`src/rtl/oled_spi_ctrl_pkg.sv`:
```
// Shared definitions for the OLED SPI controller: FSM state encoding,
// default parameter values and a counter-width helper.
package oled_spi_ctrl_pkg;

   typedef enum logic [2:0] {
      OFF      = 3'd0,
      VDD_ON   = 3'd1,
      RST_LOW  = 3'd2,
      RST_HIGH = 3'd3,
      VBAT_ON  = 3'd4,
      READY    = 3'd5,
      SHIFT    = 3'd6,
      VBAT_OFF = 3'd7
   } state_t;

   localparam int unsigned DEF_WIDTH        = 8;
   localparam int unsigned DEF_CLK_DIV      = 4;
   localparam int unsigned DEF_POWER_DELAY  = 1000;
   localparam int unsigned DEF_RESET_CYCLES = 100;

   // Bits needed for a counter running 0 .. max_count-1 (never less than 1).
   function automatic int unsigned cnt_width(input int unsigned max_count);
      return (max_count > 1) ? $clog2(max_count) : 1;
   endfunction

endpackage

```
`src/rtl/oled_spi_shifter.sv`:
```
// SPI mode-3 word shifter: SCLK generation and MSB-first bit output.
// Ports:
//   clock, reset  - clock and asynchronous active-low reset
//   start         - load data and begin a word (ignored while busy)
//   data          - word to shift
//   sclk          - serial clock, idles high
//   dout          - current bit; holds the last bit between words
//   done          - high during the final cycle of a word
module oled_spi_shifter
   import oled_spi_ctrl_pkg::*;
#(
   parameter int unsigned WIDTH   = DEF_WIDTH,
   parameter int unsigned CLK_DIV = DEF_CLK_DIV
) (
   input  logic             clock,
   input  logic             reset,
   input  logic             start,
   input  logic [WIDTH-1:0] data,
   output logic             sclk,
   output logic             dout,
   output logic             done
);

   localparam int unsigned DIV_W = cnt_width(CLK_DIV);
   localparam int unsigned BIT_W = cnt_width(WIDTH);
   localparam logic [DIV_W-1:0] DIV_LAST = DIV_W'(CLK_DIV - 1);
   localparam logic [BIT_W-1:0] BIT_LAST = BIT_W'(WIDTH - 1);

   logic [WIDTH-1:0] shreg;
   logic [DIV_W-1:0] div_cnt;
   logic [BIT_W-1:0] bit_cnt;
   logic             high_phase;
   logic             busy;
   logic             div_end;

   assign div_end = (div_cnt == DIV_LAST);
   assign done    = busy && high_phase && div_end && (bit_cnt == BIT_LAST);
   // The register is only shifted on a bit advance, so its MSB is the
   // current bit and keeps the last bit once the word finishes.
   assign dout    = shreg[WIDTH-1];

   always_ff @(posedge clock or negedge reset) begin
      if (!reset) begin
         shreg      <= '0;
         div_cnt    <= '0;
         bit_cnt    <= '0;
         high_phase <= 1'b0;
         busy       <= 1'b0;
         sclk       <= 1'b1;
      end else if (start && !busy) begin
         shreg      <= data;
         div_cnt    <= '0;
         bit_cnt    <= '0;
         high_phase <= 1'b0;
         busy       <= 1'b1;
         sclk       <= 1'b0;
      end else if (busy) begin
         if (!div_end) begin
            div_cnt <= div_cnt + 1'b1;
         end else begin
            div_cnt <= '0;
            if (!high_phase) begin
               high_phase <= 1'b1;
               sclk       <= 1'b1;
            end else if (bit_cnt == BIT_LAST) begin
               busy <= 1'b0;
            end else begin
               bit_cnt    <= bit_cnt + 1'b1;
               high_phase <= 1'b0;
               sclk       <= 1'b0;
               shreg      <= shreg << 1;
            end
         end
      end
   end

endmodule

```
`src/rtl/oled_spi_ctrl.sv`:
```
// OLED panel controller: power/reset sequencing plus a word interface that
// serialises command/data words over SPI mode 3.
// Ports:
//   clock, reset            - clock and asynchronous active-low reset
//   in_enable               - 1 requests power-up, 0 power-down
//   in_valid/in_ready       - word handshake
//   in_data, in_isData      - word (MSB first) and D/C flag
//   out_oled_vdd/vbat       - supply enables, active-low
//   out_oled_reset          - panel reset, active-low
//   out_oled_clk/dout       - SCLK and MOSI
//   out_oled_isData         - D/C line, held from the last accepted word
//   out_oled_debug          - 1 while a word is shifting
//   out_powered             - 1 in READY or SHIFT
module oled_spi_ctrl
   import oled_spi_ctrl_pkg::*;
#(
   parameter int unsigned WIDTH        = DEF_WIDTH,
   parameter int unsigned CLK_DIV      = DEF_CLK_DIV,
   parameter int unsigned POWER_DELAY  = DEF_POWER_DELAY,
   parameter int unsigned RESET_CYCLES = DEF_RESET_CYCLES
) (
   input  logic             clock,
   input  logic             reset,
   input  logic             in_enable,
   input  logic             in_valid,
   output logic             in_ready,
   input  logic [WIDTH-1:0] in_data,
   input  logic             in_isData,
   output logic             out_oled_vdd,
   output logic             out_oled_vbat,
   output logic             out_oled_reset,
   output logic             out_oled_clk,
   output logic             out_oled_dout,
   output logic             out_oled_isData,
   output logic             out_oled_debug,
   output logic             out_powered
);

   localparam int unsigned DLY_MAX = (POWER_DELAY > RESET_CYCLES) ? POWER_DELAY : RESET_CYCLES;
   localparam int unsigned DLY_W   = cnt_width(DLY_MAX);
   localparam logic [DLY_W-1:0] PWR_LAST = DLY_W'(POWER_DELAY - 1);
   localparam logic [DLY_W-1:0] RST_LAST = DLY_W'(RESET_CYCLES - 1);

   state_t           state, state_next;
   logic [DLY_W-1:0] cnt, cnt_next;
   logic             off_req, off_req_next;
   logic             panel_rst;
   logic             is_data;
   logic             accept;
   logic             sh_done;

   always_comb begin
      state_next   = state;
      cnt_next     = cnt;
      off_req_next = off_req;
      accept       = 1'b0;
      case (state)
         OFF: begin
            if (in_enable) begin
               state_next = VDD_ON;
               cnt_next   = '0;
            end
         end
         VDD_ON, RST_LOW, RST_HIGH, VBAT_ON: begin
            if (!in_enable) begin
               state_next = VBAT_OFF;
               cnt_next   = '0;
            end else if (cnt == (((state == RST_LOW) || (state == RST_HIGH)) ? RST_LAST : PWR_LAST)) begin
               cnt_next = '0;
               case (state)
                  VDD_ON:   state_next = RST_LOW;
                  RST_LOW:  state_next = RST_HIGH;
                  RST_HIGH: state_next = VBAT_ON;
                  default:  state_next = READY;
               endcase
            end else begin
               cnt_next = cnt + 1'b1;
            end
         end
         READY: begin
            if (!in_enable) begin
               state_next = VBAT_OFF;
               cnt_next   = '0;
            end else if (in_valid) begin
               accept       = 1'b1;
               state_next   = SHIFT;
               off_req_next = 1'b0;
            end
         end
         SHIFT: begin
            // A power-down request seen at any point of the word is
            // remembered so the word still finishes before power-down.
            if (!in_enable) off_req_next = 1'b1;
            if (sh_done) begin
               cnt_next     = '0;
               off_req_next = 1'b0;
               state_next   = (off_req || !in_enable) ? VBAT_OFF : READY;
            end
         end
         VBAT_OFF: begin
            if (cnt == PWR_LAST) begin
               state_next = OFF;
               cnt_next   = '0;
            end else begin
               cnt_next = cnt + 1'b1;
            end
         end
         default: begin
            state_next = OFF;
            cnt_next   = '0;
         end
      endcase
   end

   always_ff @(posedge clock or negedge reset) begin
      if (!reset) begin
         state     <= OFF;
         cnt       <= '0;
         off_req   <= 1'b0;
         panel_rst <= 1'b0;
         is_data   <= 1'b0;
      end else begin
         state   <= state_next;
         cnt     <= cnt_next;
         off_req <= off_req_next;
         // Panel reset is released in RST_HIGH and stays as it was while
         // VBAT ramps down, so an early abort never pulses it high.
         panel_rst <= (state_next inside {RST_HIGH, VBAT_ON, READY, SHIFT}) ||
                      ((state_next == VBAT_OFF) && panel_rst);
         if (accept) is_data <= in_isData;
      end
   end

   oled_spi_shifter #(
      .WIDTH   (WIDTH),
      .CLK_DIV (CLK_DIV)
   ) u_shifter (
      .clock (clock),
      .reset (reset),
      .start (accept),
      .data  (in_data),
      .sclk  (out_oled_clk),
      .dout  (out_oled_dout),
      .done  (sh_done)
   );

   assign in_ready        = (state == READY) && in_enable;
   assign out_oled_vdd    = (state == OFF);
   assign out_oled_vbat   = !(state inside {VBAT_ON, READY, SHIFT});
   assign out_oled_reset  = panel_rst;
   assign out_oled_isData = is_data;
   assign out_oled_debug  = (state == SHIFT);
   assign out_powered     = (state == READY) || (state == SHIFT);

endmodule

```
`config.mk`:
```
export PLATFORM = sky130hd
export DESIGN_NAME = oled_spi_ctrl
export DESIGN_NICKNAME = d
export VERILOG_FILES = /design/src/rtl/oled_spi_ctrl_pkg.sv /design/src/rtl/oled_spi_shifter.sv /design/src/rtl/oled_spi_ctrl.sv
export SDC_FILE = /design/constraint.sdc
export NUM_CORES = 1
export LEC_CHECK = 0
export CAP_MARGIN = 10
export CORE_ASPECT_RATIO = 1.25
export CORE_MARGIN = 4
export CORE_UTILIZATION = 45
export CTS_BUF_LIST = sky130_fd_sc_hd__clkbuf_2 sky130_fd_sc_hd__clkbuf_4 sky130_fd_sc_hd__clkbuf_8
export DETAILED_ROUTE_END_ITERATION = 7
export GPL_ROUTABILITY_DRIVEN = 0
export PLACE_DENSITY = 0.66
export SLEW_MARGIN = 10
export SYNTH_ARGS = -nofsm -noshare
export SYNTH_HDL_FRONTEND = slang
export SYNTH_SLANG_ARGS = --single-unit
```
`constraint.sdc`:
```
create_clock -name clock -period 2.25 [get_ports clock]
set_input_delay 0.45 -clock clock [delete_from_list [all_inputs] [get_ports clock]]
set_output_delay 0.45 -clock clock [all_outputs]
set_load 0.02 [all_outputs]
```
==> results_dict.tcl, run 1 <==
set metrics [dict create \
    r2r_setup_slack_ns 0.05 \
    nNetsFinal 262 \
    required_ns 2.41 \
    clock-root-buffer "clkbuf_8" \
    drt-met1-wl_um 1710 \
    synthMuxAreaShare 0.0347 \
    design.die.area_mm2 0.00518 \
    r2r_cells 6 \
    maxSlewHeadroom 0.727 \
    wl_um 4050 \
    port_buffers 21 \
    critPathArrivalTime_ns 2.37 \
    final-instance-count-excl-fill 300 \
    std_cell_rows 25 \
    ys_seq_area_frac 0.436 \
    power.leakage_nw 1.08 \
    clk_latency_ns 0.28 \
    endpoint_kind "flop" \
    drive_above_1_share 0.175 \
    synthCells 204 \
    hold_ws_ns 0.479 \
    grt_first_pass_wirelength_um 7090 \
    dr.max_layer_used "met4" \
    fin_crit_sh 0.979 \
    drc_errors 0 \
    path_clk_slew_ns 0.07 \
    avgSynthCellArea_um2 9.02 \
    core-area_mm2 0.00388 \
    yosysUniqueCellTypes 45 \
    cp-start-kind "flop" \
    yosysTopAreaCell "dfrtp_1" \
    crit_type "flop to flop" \
    total_power_mw 3.25 \
    synthAdderAreaFrac 0.0272 \
    viasPerCell 5.50 \
    vias 1651 \
    finish.utilization 0.604 \
    rsz0062_at_grt "true" \
    setup_viol 0 \
    initial_core_util 0.475 \
    avgRoutedWirePerCell_um 13.5 \
    maxSlewViolCount 0 \
    placedCellCount 291 \
    worst_pin_slew_ns 0.410 \
    post-route-min-period_ns 2.20 \
    synth_xor_area_frac 0.00476 \
    reg2reg_to "out_oled_reset" \
    holdPathEnd "u_shifter.shreg[6]" \
    antenna_found_initial 0 \
    synthTopCellsByCount "nand2_1 (35), dfrtp_1 (31), nor2_1 (21)" \
    cts_tree "done" \
    multi_input_area_um2 942 \
    diodes 0 \
    synth_edf_count 0 \
    syn-num-nets 221 \
    first_pass_iters 4 \
    timing.max_cap.violations 0 \
    cts_buffers 5 \
    path_max_fanout 3 \
    ant_nets 0 \
    grt_max_degree 33 \
    dieWidth_um 65.2 \
    die_h_um 79.5 \
    clock_sinks 32 \
    ys_top_cells_by_area "dfrtp_1 (42%), nand2_1 (7.1%), nor2_1 (4.3%)" \
    n_fill_cell 366 \
    regToRegStartpoint "cnt[2]" \
    holdPathStages 2 \
    cts_hold_buf 0 \
    ys_warn_count 0 \
    dp_hpwl_um 3090 \
    synth_compound_area_frac 0.199 \
    areaGrowthSynthToFinish_pct 27.2 \
    syn_area_mm2 0.00184 \
    wl_met3_um 218 \
    final-seq-area_um2 803 \
    hold_class "flop to flop" \
    hold_viol_final 0 \
    drt_iter0_drc 92 \
    synthArstFlopShare 1.00 \
    clk_path_buf_depth 2 \
    hold_start "u_shifter.shreg[6]" \
    synth_top_family_by_area "simple AND/OR/NAND/NOR gates" \
    ys_ff_latch 32 \
    powerDensity_mw_per_mm2 1390 \
    wl_met2_um 2100 \
    finalClockSkew_ns 0.0101 \
    grt_pass1_vias 1602 \
    grtUsageTotal 0.172 \
    fmaxAchievable_ghz 0.454 \
    outcome "finished, final reports clean" \
    synth-main-ff-cell "dfrtp_1" \
    tns_ns 0 \
    peakVddDrop_mv 0.654 \
    post-synth-top-count-cell "nand2_1" \
    overflow 0 \
    yosys.area_share.simple 0.243 \
    synth_top_area_share 0.421 \
    cts.htree.levels 2 \
    io_pins 22 \
]
## placed cells by master, fill, tap and decap left out, types with 2 or more instances in the layout
| cell | count |
|---|---|
| a21o_1 | 3 |
| ha_1 | 4 |
| nand2b_1 | 5 |
| a22oi_1 | 7 |
| nor2b_1 | 2 |
| nand2_1 | 35 |
| a31oi_1 | 6 |
| and2_1 | 2 |
| a41oi_1 | 3 |
| o21a_1 | 2 |
| nand4_1 | 4 |
| clkdlybuf4s50_1 | 17 |
| buf_4 | 23 |
| nor2_1 | 21 |
| a21oi_1 | 9 |
| o21ai_0 | 14 |
| a22o_1 | 5 |
| dlygate4sd2_1 | 2 |
| clkbuf_8 | 5 |
| nor3_1 | 4 |
| nand3_1 | 7 |
| mux2i_1 | 3 |
| dlymetal6s2s_1 | 2 |
| and3_1 | 3 |
| nand4b_1 | 2 |
| inv_1 | 3 |
| dfrtp_1 | 30 |
## area by class of cell
cell class | count | share of cell area
clock buffers | 5 | 0.0294
clock inverters | 3 | 0.0182
inverters | 3 | 0.00481
multi-input cells | 158 | 0.402
flip-flops and latches | 32 | 0.343
well taps | 54 | 0.0289
repair buffers | 45 | 0.173
## flip-flops by register name, summed over array words and instances, names as in the netlist
signal                flops
cnt                      10
u_shifter.shreg           8
state                     3
u_shifter.bit_cnt         3
u_shifter.div_cnt         2
off_req                   1
out_oled_isData           1
out_oled_reset            1
u_shifter.busy            1
u_shifter.high_phase      1
u_shifter.sclk            1
## power breakdown
part	total (mW)	leakage (nW)	internal (mW)	switching (mW)
Combinational	1.73	0.631	0.848	0.879
Clock	0.538	0.0541	0.327	0.211
Sequential	0.982	0.398	0.811	0.171
## metrics by stage
| stage | area [µm²] | worst slack (ns) |
|---|---|---|
| 2_1_floorplan | 1840 | 0.112 |
| 3_3_place_gp | 2210 | -0.0508 |
| 3_5_place_dp | 2210 | -0.105 |
| 4_1_cts | 2320 | 0.00892 |
| 5_1_grt | 2340 | -0.0712 |
| 6_report | 2340 | 0.0481 |
## what timing repair did
item / in CTS / in global routing
pin swaps: 0 / 1
resized for setup: 3 / 4
setup endpoints to repair: 2 / 4
buffers inserted: 0 / 1
## worst max-delay path, stage by stage (launching register included)
cell     delay, ns
dfrtp_1       0.39
or4_4         0.56
mux2i_4       0.20
mux2i_1       0.22
nand4_1       0.14
a32oi_1       0.22
mux2_2        0.36
## cells by family (layout without fill, tap and decap cells)
group | count (synthesis) | in the layout
adders and majority gates | 4 | 4
and+or+nand+nor | 93 | 93
muxes | 5 | 5
buffers and inverters | 14 | 56
AOI/OAI and AO/OA | 55 | 55
xor gates and xnor gates | 1 | 1
DFF | 32 | 32
## worst max path at each step
stage                    from             end  depth (start not counted)
floorplan              cnt[2]  out_oled_reset                          7
global placement    in_enable          cnt[3]                          8
detailed placement  in_enable          cnt[6]                          8
CTS                    cnt[2]  out_oled_reset                          6
global route           cnt[2]  out_oled_reset                          6
finish                 cnt[2]  out_oled_reset                          6
## metal layers
metal  track usage  up-vias
li1              -      821
met1         0.203      789
met2         0.300       36
met3        0.0479        5
met4        0.0498        0
met5             0        -
Note: power is estimated with default switching activity, not from simulation.
==> run 2: changes to the inputs <==
CORE_UTILIZATION = 50   (was 45)
CTS_BUF_LIST = sky130_fd_sc_hd__clkbuf_16   (was sky130_fd_sc_hd__clkbuf_2 sky130_fd_sc_hd__clkbuf_4 sky130_fd_sc_hd__clkbuf_8)
PLACE_DENSITY = 0.73   (was 0.66)
clock period = 1.81 ns   (was 2.25 ns; I/O delays follow)
==> results_dict.tcl, run 2 (synthesis gave the netlist of run 1 again) <==
set metrics [dict create \
    cts_tree "done" \
    rsz0062_at_grt "true" \
    clk_latency_ns 0.28 \
    clock_sinks 32 \
    outcome "finished with violations" \
    initial_core_util 0.524 \
    io_pins 22 \
    crit_type "flop to flop" \
    drive_above_1_share 0.315 \
    regMostFlops "cnt" \
    power.leakage_nw 1.24 \
    viasPerCell 5.72 \
    ant_nets 0 \
    peakVddDrop_mv 1.34 \
    hold_viol_final 0 \
    design.die.area_mm2 0.00472 \
    cp_slowest_cell "or4_4" \
    grt_first_pass_wirelength_um 8510 \
    clockPowerShare 0.197 \
    p_seq_frac 0.251 \
    fin_crit_sh 1.22 \
    vias 1802 \
    r2r_setup_slack_ns -0.40 \
    fmaxAchievable_ghz 0.452 \
    critPathArrivalTime_ns 2.38 \
    clock-root-buffer "clkbuf_16" \
    drt-met1-wl_um 2020 \
    hold_class "primary input to asynchronous set/reset pin" \
    path_delay_family "simple AND/OR/NAND/NOR gates" \
    final-instance-count-excl-fill 315 \
    grt_max_degree 33 \
    avgRoutedWirePerCell_um 16.4 \
    setup_viol 12 \
    die_h_um 75.8 \
    powerDensity_mw_per_mm2 1810 \
    setup_ws_ns -0.402 \
    post-route-min-period_ns 2.21 \
    required_ns 1.97 \
    clk_path_buf_depth 2 \
    overflow 0 \
    placedCellCount 294 \
    drc_errors 0 \
    largest_reg_flops 10 \
    port_buffers 21 \
    maxSlewViolCount 0 \
    switchingPower_mw 1.87 \
    combPwrFrac 0.553 \
    r2r_cells 7 \
    dr.max_layer_used "met4" \
    path_clk_slew_ns 0.05 \
    worst_pin_slew_ns 0.520 \
    violations "setup timing" \
    crit_chain "or4_4 > mux2i_4 > buf_4 > a31oi_4 > a41oi_2 > a32oi_1 > mux2_2" \
    finish.utilization 0.752 \
    maxSlewHeadroom 0.650 \
    timing.max_cap.violations 0 \
    grtUsageTotal 0.232 \
    first_pass_iters 7 \
    drt_iter0_drc 145 \
    final_common_cell "buf_4" \
    top_regs "cnt: 10 flops, u_shifter.shreg: 8 flops" \
    grt_pass1_vias 1810 \
    antenna_found_initial 0 \
    p_int_mw 2.92 \
    final_cell_mix "buf_4 (56), nand2_1 (35), dfrtp_1 (31), nor2_1 (18), clkdlybuf4s50_1 (16)" \
    diodes 0 \
    crit_start "cnt[9]" \
    path_max_fanout 4 \
    wl_met3_um 212 \
    endpoint_kind "flop" \
    core-area_mm2 0.00351 \
    areaGrowthSynthToFinish_pct 43.6 \
    slowest_delay_ns 0.56 \
    reg2reg_to "out_oled_reset" \
    total_power_mw 4.79 \
    finalClockSkew_ns 0.00607 \
    std_cell_rows 24 \
    wl_met2_um 2830 \
    switching_share 0.390 \
    cp-start-kind "flop" \
    cts.htree.levels 2 \
    dp_hpwl_um 3380 \
    nNetsFinal 292 \
    critical_path_buf_inv_count 1 \
    dieWidth_um 62.3 \
    wl_um 5170 \
    cts_buffers 5 \
    regToRegStartpoint "cnt[9]" \
]
run 2: layer usage:
metal,global-route usage,vias up
li1,-,884
met1,0.236,855
met2,0.455,52
met3,0.0546,11
met4,0.0991,0
met5,0,-
run 2: worst max path at each step:
stage / to / depth (start not counted) / slack (ns)
after CTS: out_oled_reset / 6 / -0.37
after global routing: out_oled_reset / 7 / -0.46
after floorplan: out_oled_reset / 7 / -0.27
after global placement: cnt[0] / 8 / -0.42
after detailed placement: cnt[5] / 7 / -0.49
final: out_oled_reset / 7 / -0.40
run 2: power groups by stage:
stage                     combinational [mW]  clock (mW)  sequential [mW]
after floorplan                         1.41           0             1.22
after global placement                  2.18           0             1.18
after detailed placement                2.32           0             1.20
after CTS                               2.48       0.942             1.19
after global routing                    2.88       0.988             1.23
final                                   2.65       0.943             1.20
run 2: layout make-up:
type / count / area (µm²)
clock buffers: 5 / 125
multi-input cells: 159 / 1020
flip-flops and latches: 32 / 802
clock inverters: 3 / 37.5
well taps: 39 / 48.8
inverters: 3 / 11.3
repair buffers: 74 / 596
fillers: 235 / 871
run 2: per-stage QoR:
stage	setup WS, ns	hold slack (ns)	cell area [µm²]	TNS (ns)
2_1_floorplan	-0.271	0.0664	1850	-0.271
4_1_cts	-0.369	0.479	2570	-2.23
3_3_place_gp	-0.418	0.457	2320	-4.85
5_1_grt	-0.457	0.499	2640	-4.15
3_5_place_dp	-0.494	0.468	2320	-5.71
6_report	-0.402	0.475	2640	-3.01
run 2: what timing repair did:
action,CTS,global route
gates cloned,1,0
buffers inserted,8,4
pin swaps,6,0
hold buffers,0,0
resized for setup,26,13
endpoints found under the setup margin,17,23
